$ cat config.mk
export PLATFORM = sky130hd
export DESIGN_NAME = dmem_arbiter
export DESIGN_NICKNAME = d
export VERILOG_FILES = /design/src/rtl/dmem_arbiter.sv
export SDC_FILE = /design/constraint.sdc
export NUM_CORES = 1
export LEC_CHECK = 0
export CELL_PAD_IN_SITES_DETAIL_PLACEMENT = 0
export CELL_PAD_IN_SITES_GLOBAL_PLACEMENT = 1
export CORE_MARGIN = 4
export CORE_UTILIZATION = 12
export DETAILED_ROUTE_END_ITERATION = 8
export GPL_ROUTABILITY_DRIVEN = 0
export PLACE_DENSITY = 0.83
export SLEW_MARGIN = 10
export SYNTH_ARGS = -nofsm -noshare
export SYNTH_HDL_FRONTEND = slang
export SYNTH_SLANG_ARGS = --single-unit
$ cat constraint.sdc
create_clock -name clk -period 2.6 [get_ports clk]
set_input_delay 0.52 -clock clk [delete_from_list [all_inputs] [get_ports clk]]
set_output_delay 0.52 -clock clk [all_outputs]
set_load 0.02 [all_outputs]
$ cat src/rtl/dmem_arbiter.sv
// Round-robin arbiter sharing the data-memory port between the core load/store
// port and a debug/loader port, with debug bus lock, starvation override and OOB guard.
module dmem_arbiter #(
    parameter int XLEN         = 32,
    parameter int NWORDS       = 1024,
    parameter int STARVE_LIMIT = 4
) (
    input  logic            clk,
    input  logic            reset,
    input  logic            c_req,
    input  logic            c_we,
    input  logic [XLEN-1:0] c_addr,
    input  logic [XLEN-1:0] c_wdata,
    output logic            c_gnt,
    output logic [XLEN-1:0] c_rdata,
    output logic            core_stall,
    input  logic            d_req,
    input  logic            d_we,
    input  logic [XLEN-1:0] d_addr,
    input  logic [XLEN-1:0] d_wdata,
    input  logic            d_lock,
    output logic            d_gnt,
    output logic [XLEN-1:0] d_rdata,
    output logic [XLEN-1:0] mem_addr,
    output logic [XLEN-1:0] mem_wdata,
    output logic            mem_we,
    input  logic [XLEN-1:0] mem_rdata,
    output logic            oob_err
);

    localparam logic [3:0]      LIMIT      = 4'(STARVE_LIMIT);
    localparam logic [XLEN-3:0] WORD_LIMIT = (XLEN-2)'(NWORDS);

    logic            last;     // 0 = core, 1 = debug
    logic            locked;
    logic [3:0]      starve;

    logic            starve_win;
    logic            core_win;
    logic            dbg_win;
    logic            any_gnt;
    logic            oob;
    logic [XLEN-1:0] sel_addr;
    logic [XLEN-1:0] sel_wdata;
    logic            sel_we;

    assign starve_win = c_req && (starve == LIMIT);

    // NOTE: every signal written here gets a default first, so no latch is inferred.
    always_comb begin
        core_win = 1'b0;
        dbg_win  = 1'b0;
        if (reset) begin
            if (starve_win) begin
                core_win = 1'b1;
            end else if (locked && d_req) begin
                dbg_win = 1'b1;
            end else if (c_req && d_req) begin
                core_win = last;
                dbg_win  = ~last;
            end else begin
                core_win = c_req;
                dbg_win  = d_req;
            end
        end
    end

    assign any_gnt = core_win | dbg_win;

    always_comb begin
        sel_addr  = '0;
        sel_wdata = '0;
        sel_we    = 1'b0;
        if (core_win) begin
            sel_addr  = c_addr;
            sel_wdata = c_wdata;
            sel_we    = c_we;
        end else if (dbg_win) begin
            sel_addr  = d_addr;
            sel_wdata = d_wdata;
            sel_we    = d_we;
        end
    end

    // Out-of-range accesses are still granted so the requester never hangs.
    assign oob = any_gnt && (sel_addr[XLEN-1:2] >= WORD_LIMIT);

    assign mem_addr   = sel_addr;
    assign mem_wdata  = sel_wdata;
    assign mem_we     = sel_we & ~oob;
    assign c_gnt      = core_win;
    assign d_gnt      = dbg_win;
    assign core_stall = c_req & ~core_win;
    assign c_rdata    = (core_win && !oob) ? mem_rdata : '0;
    assign d_rdata    = (dbg_win  && !oob) ? mem_rdata : '0;

    // NOTE: state registers use non-blocking assignments so every update sees pre-edge values.
    always_ff @(posedge clk or negedge reset) begin
        if (!reset) begin
            last    <= 1'b1;
            locked  <= 1'b0;
            starve  <= '0;
            oob_err <= 1'b0;
        end else begin
            if (any_gnt) begin
                last <= dbg_win;
            end

            // A starvation override leaves the lock alone; only a debug access or idle debug changes it.
            if (!d_req) begin
                locked <= 1'b0;
            end else if (dbg_win) begin
                locked <= d_lock;
            end

            if (c_req && !core_win) begin
                starve <= (starve == LIMIT) ? starve : starve + 4'd1;
            end else begin
                starve <= '0;
            end

            if (oob) begin
                oob_err <= 1'b1;
            end
        end
    end

endmodule

# Word-level counts from Yosys, hierarchy flattened
# Cells that the tools add are included.
# word_totals
reg_bits	7
elab_cells	44
out_inout_bits	133
# classes
magnitude_cmp	1
n_bitwise	6
n_mux	20
n_reduce_logical	9
add_sub_neg	1
eq_ne	3
# op_table
op	n
$mux 32	6
$ge 30x11->1 const B	1
$mux 1	12
$mux 4	2
$logic_and 1x1->1	7
$add 4x1->4 const B	1
$eq 4x3->1 const B	1
$not 1->1	3
$and 1x1->1	2
$logic_not 1->1	2
$ne 2x1->1 const B	1
$ne 2x2->1 const B	1
$or 1x1->1	1

# Logic depth before layout (Yosys ltp)
# depth
depth_word	12
ltp_mapped	8

# Worst setup path before layout
# No wires, ideal clock.
# synth_timing
kind	input to output
from	input c_addr[14]
to	output d_rdata[10]
path_buffers	1
required_time_ps	2080
setup_slack_ps	-294
cell_stages	5
arrival_time_ps	2374
cell_sequence	or4_4 -> a311oi_1 -> a311oi_1 -> clkbuf_1 -> nor4_1
# synth_via
elab_chain_cells	6
# synth_lines
element	line	source
start, declared	12	input logic [XLEN-1:0] c_addr,
$mux 32	74	if (core_win) begin
$ge 30x11->1	86	assign oob = any_gnt && (sel_addr[XLEN-1:2] >= WORD_LIMIT);
$logic_and 1x1->1	86	
$logic_not 1->1	95	assign d_rdata = (dbg_win && !oob) ? mem_rdata : '0;
$logic_and 1x1->1	95	
$mux 32	95	
end, declared	23	output logic [XLEN-1:0] d_rdata,
# Every way passes these cells.

# Worst setup path in the final report
# layout_timing
from	input c_addr[28]
to	output c_rdata[14]
# layout_via
elab_chain_cells	6
# layout_lines
element	line	source
$mux 32	74	
$ge 30x11->1	86	
$logic_and 1x1->1	86	
$logic_not 1->1	94	assign c_rdata = (core_win && !oob) ? mem_rdata : '0;
$logic_and 1x1->1	94	
$mux 32	94	
end, declared	15	output logic [XLEN-1:0] c_rdata,
# Every way passes these cells.

==> impl_summary.log <==
INFO  metric outcome = complete, but fails checks
INFO  metric violations_in_the_final_reports = setup timing
INFO  metric synth_top_area_cell = a22o_1
INFO  metric vdd_drop_max = 0.121 mV
INFO  metric start_of_the_worst_register_to_register_path = starve[0]$_DFFE_PN0P_
INFO  metric final-hold-violation-count = 0
INFO  metric numPlacedInstances = 856
INFO  metric setup.worst_path.end_class = primary output
INFO  metric area_growth_from_synthesis_to_layout = 281%
INFO  metric critical_path_peak_fanout = 7
INFO  metric synth_top_cells_by_count = 65 x a22o_1, 39 x nor4_1, 37 x nand2_1, 35 x inv_1, 29 x nor3_2
INFO  metric number_of_vias_after_detailed_routing = 4018
INFO  metric buffer_ports.inserted = 299
INFO  metric antenna_left = 0
INFO  metric post-dp-hpwl = ~13 mm
INFO  metric share_of_synthesized_registers_carrying_an_async_set_or_reset = between 90% and 100%
INFO  metric wl_per_cell = 18.9 microns
INFO  metric total_leakage_power = approximately 3.2 nW
INFO  metric rsz_0062_raised_after_global_routing = yes
INFO  metric post-route-period-util = 117%
INFO  metric top_level_ports = 300
INFO  metric synth.top_cells.by_area = a22o_1 28%, nor3_2 14%, nor4_1 12%, dfrtp_1 7.3%, nand2_1 6.8%
INFO  metric finalSetupViolCount = around 130
INFO  metric synth_seq_cells = 7
INFO  metric worstSetupPathDepth = 7
INFO  metric finClkSkew = roughly 0.00035 ns
INFO  metric ys_types = 40
INFO  metric dominantRegCellSynth = dfrtp_1
INFO  metric critPathArrivalTime = 2.53 ns
INFO  metric longest_individual_stage_delay_on_the_worst_path = 0.58 ns
INFO  metric cts_buffer_depth = 2
INFO  metric die_area = 0.0193 sq mm
INFO  metric coreArea = 0.0167 sq mm
INFO  metric fin_util = a little under half
INFO  metric post_synthesis_average_cell_area = roughly 7 sq um
INFO  metric firstDrtPassIters = 4
INFO  metric globalRouteOverflowTotal = 0
INFO  metric antenna_found_initial = 1
INFO  metric clock.fmax = 0.328 GHz
INFO  metric num_antenna_cells = 0
INFO  metric worstSkewPairLatency = about 0.23 ns
INFO  metric r2r_slack = 0.29 ns
INFO  metric number_of_buffers_and_inverters_on_the_critical_path = 3
INFO  metric postSynthCellCount = 294
INFO  metric die_h = 139 microns
INFO  metric avgViaCountPerCell = 4.39
INFO  metric largest_net_degree_at_the_start_of_global_routing = 15
INFO  metric grt_pass1_wl = 25.2 mm
INFO  metric tns = -31.13 ns
INFO  metric max_cap_violations = 0
INFO  metric final-max-slew-violation-count = 0
INFO  metric fill_count = ~1600
INFO  metric totalPowerFinal = 0.00174 W
INFO  metric cts.sinks = 7
INFO  metric ctsHtreeMaxLevel = 1
INFO  metric final_nets = 866
INFO  metric synthDominantCellAreaShare = 27.7%
INFO  metric synth.yosys.seq_area_share = ~8.6%
INFO  metric die_width = 139 microns
INFO  metric cts_inserted_buffers = 3
INFO  metric synthesis.nets = 463
INFO  metric synth.yosys.warnings = 0
INFO  metric layout_min_cycle_time = 3.05 ns
INFO  metric row_count = 47
INFO  metric syn-cell-area = 0.00205 sq mm
INFO  metric hold_class = in2async
INFO  metric clock_transition_at_the_registers_of_the_reported_paths = 0.04 ns
INFO  metric drcViolationCount = 0
INFO  metric cts_tree = done
INFO  metric worst_setup_path_endpoint = c_rdata[14]
INFO  metric drive_gt1_share = 53.6%
INFO  metric post_synth_edffs = 0
INFO  metric crit_slowest_cell = or4_4
INFO  metric worst_path_class_setup = in2out
INFO  metric cp_top_family = simple AND/OR/NAND/NOR gates
INFO  metric yosys.cell_count.top_type = a22o_1
INFO  metric worst_r2r_endpoint = oob_err$_DFFE_PN0P_
INFO  metric path_cells = buf_6 > or4_4 > or2_0 > or4_4 > buf_12 > nor3_4 > buf_6
INFO  metric startpoint_type = input pin
INFO  metric ctsRootBufferMaster = clkbuf_16
INFO  metric worst-r2r-cell-count = 9
INFO  metric initial_utilization = about an eighth
INFO  metric post_layout_nonfiller_instances = 916
INFO  metric pwr_density_cell = about 220 mW/mm^2
INFO  metric totalWireLength = between 15 and 20 mm
INFO  metric timing_worst_slew_pin_value = 0.495 ns
INFO  metric first_global_vias = about 4200
INFO  metric globalRouteTotalUtil = 16.4%
INFO  metric first_iter_violations = 54
INFO  metric fin_ws = -0.447 ns
INFO  metric worst-endpoint-required = between 2 and 2.5 ns
INFO  metric max_slew_margin = about two thirds
INFO  metric whs = about 0.4 ns
INFO  metric start_point_of_the_critical_path = c_addr[28]
-- per-stage QoR --
| stage | area, sq um | setup WS [ns] |
|---|---|---|
| detailed placement | 6630 | -1.43 |
| floorplan | 2800 | -0.149 |
| CTS | 7730 | -0.504 |
| finish | 7810 | -0.447 |
| global route | 7810 | -0.517 |
| global placement | 6630 | -1.44 |
-- area by class of cell --
| class | instances | area, sq um | share of cell area [%] |
|---|---|---|---|
| Multi-Input combinational cell | 217 | 2470 | 31.7 |
| Clock buffer | 4 | 78.8 | 1.01 |
| Sequential cell | 7 | 176 | 2.26 |
| Inverter | 36 | 140 | 1.79 |
| Tap cell | 220 | 275 | 3.52 |
| Timing Repair Buffer | 432 | 4670 | 59.8 |
-- kinds of logic after synthesis --
| group | synth area share (%) |
|---|---|
| and+or+nand+nor | 41.7 |
| AOI/OAI and AO/OA | 33.2 |
| buffers and inverters | 14.3 |
| DFF | 8.59 |
| adders and majority gates | 1.22 |
| xor gates and xnor gates | 0.427 |
| muxes | 0.548 |
-- registers in the layout, summed over array words and instances, names as in the netlist --
name	flops
starve	4
last	1
locked	1
oob_err	1
-- metal layers --
layer	global-route usage [%]	routed length, microns	vias up
met2	30.8	8950	209
met3	4.45	1460	25
li1	-	-	1936
met1	19.0	6640	1846
met5	0	7	-
met4	2.47	250	2
-- power breakdown --
group	internal, W	switching (W)	leakage (nW)
combinational	0.000748	0.000606	3.12
clock	0.000204	0.0000622	0.0382
sequential	0.000119	0.00000438	0.0873
total	0.00107	0.000673	3.24
-- cells in the final DEF (no fill, tap or decap), types with 3 or more instances in the layout --
cell type        count
clkdlybuf4s15_2      4
clkdlybuf4s15_1      5
nor2_1               3
buf_12              29
buf_8               15
dlygate4sd2_1       14
buf_16               6
nand2_1             36
or4_4                5
clkbuf_16            5
inv_1               33
buf_6              118
nand3_1              4
buf_2                5
clkdlybuf4s50_1    132
a22o_1              64
o21ai_0              4
clkbuf_2             4
dfrtp_1              6
buf_4               98
nor3_4              30
nor4_4              37
-- repair_timing --
| action | in CTS | in global routing |
|---|---|---|
| buffers inserted | 39 | 17 |
| pin swaps | 54 | 69 |
| hold buffers | 0 | 0 |
| endpoints found under the setup margin | 133 | 132 |
| gates cloned | 11 | 2 |
| resized for setup | 835 | 53 |
-- worst min-delay path by stage --
stage	start	end	slack [ns]	cells after the start
3_3_place_gp	last$_DFFE_PN1P_	last$_DFFE_PN1P_	0.50	2
4_1_cts	reset	locked$_DFFE_PN0P_	0.40	2
6_report	reset	locked$_DFFE_PN0P_	0.39	2
3_5_place_dp	last$_DFFE_PN1P_	last$_DFFE_PN1P_	0.50	2
2_1_floorplan	reset	locked$_DFFE_PN0P_	0.22	0
5_1_grt	reset	locked$_DFFE_PN0P_	0.41	2
(Power assumes the default switching activity.)
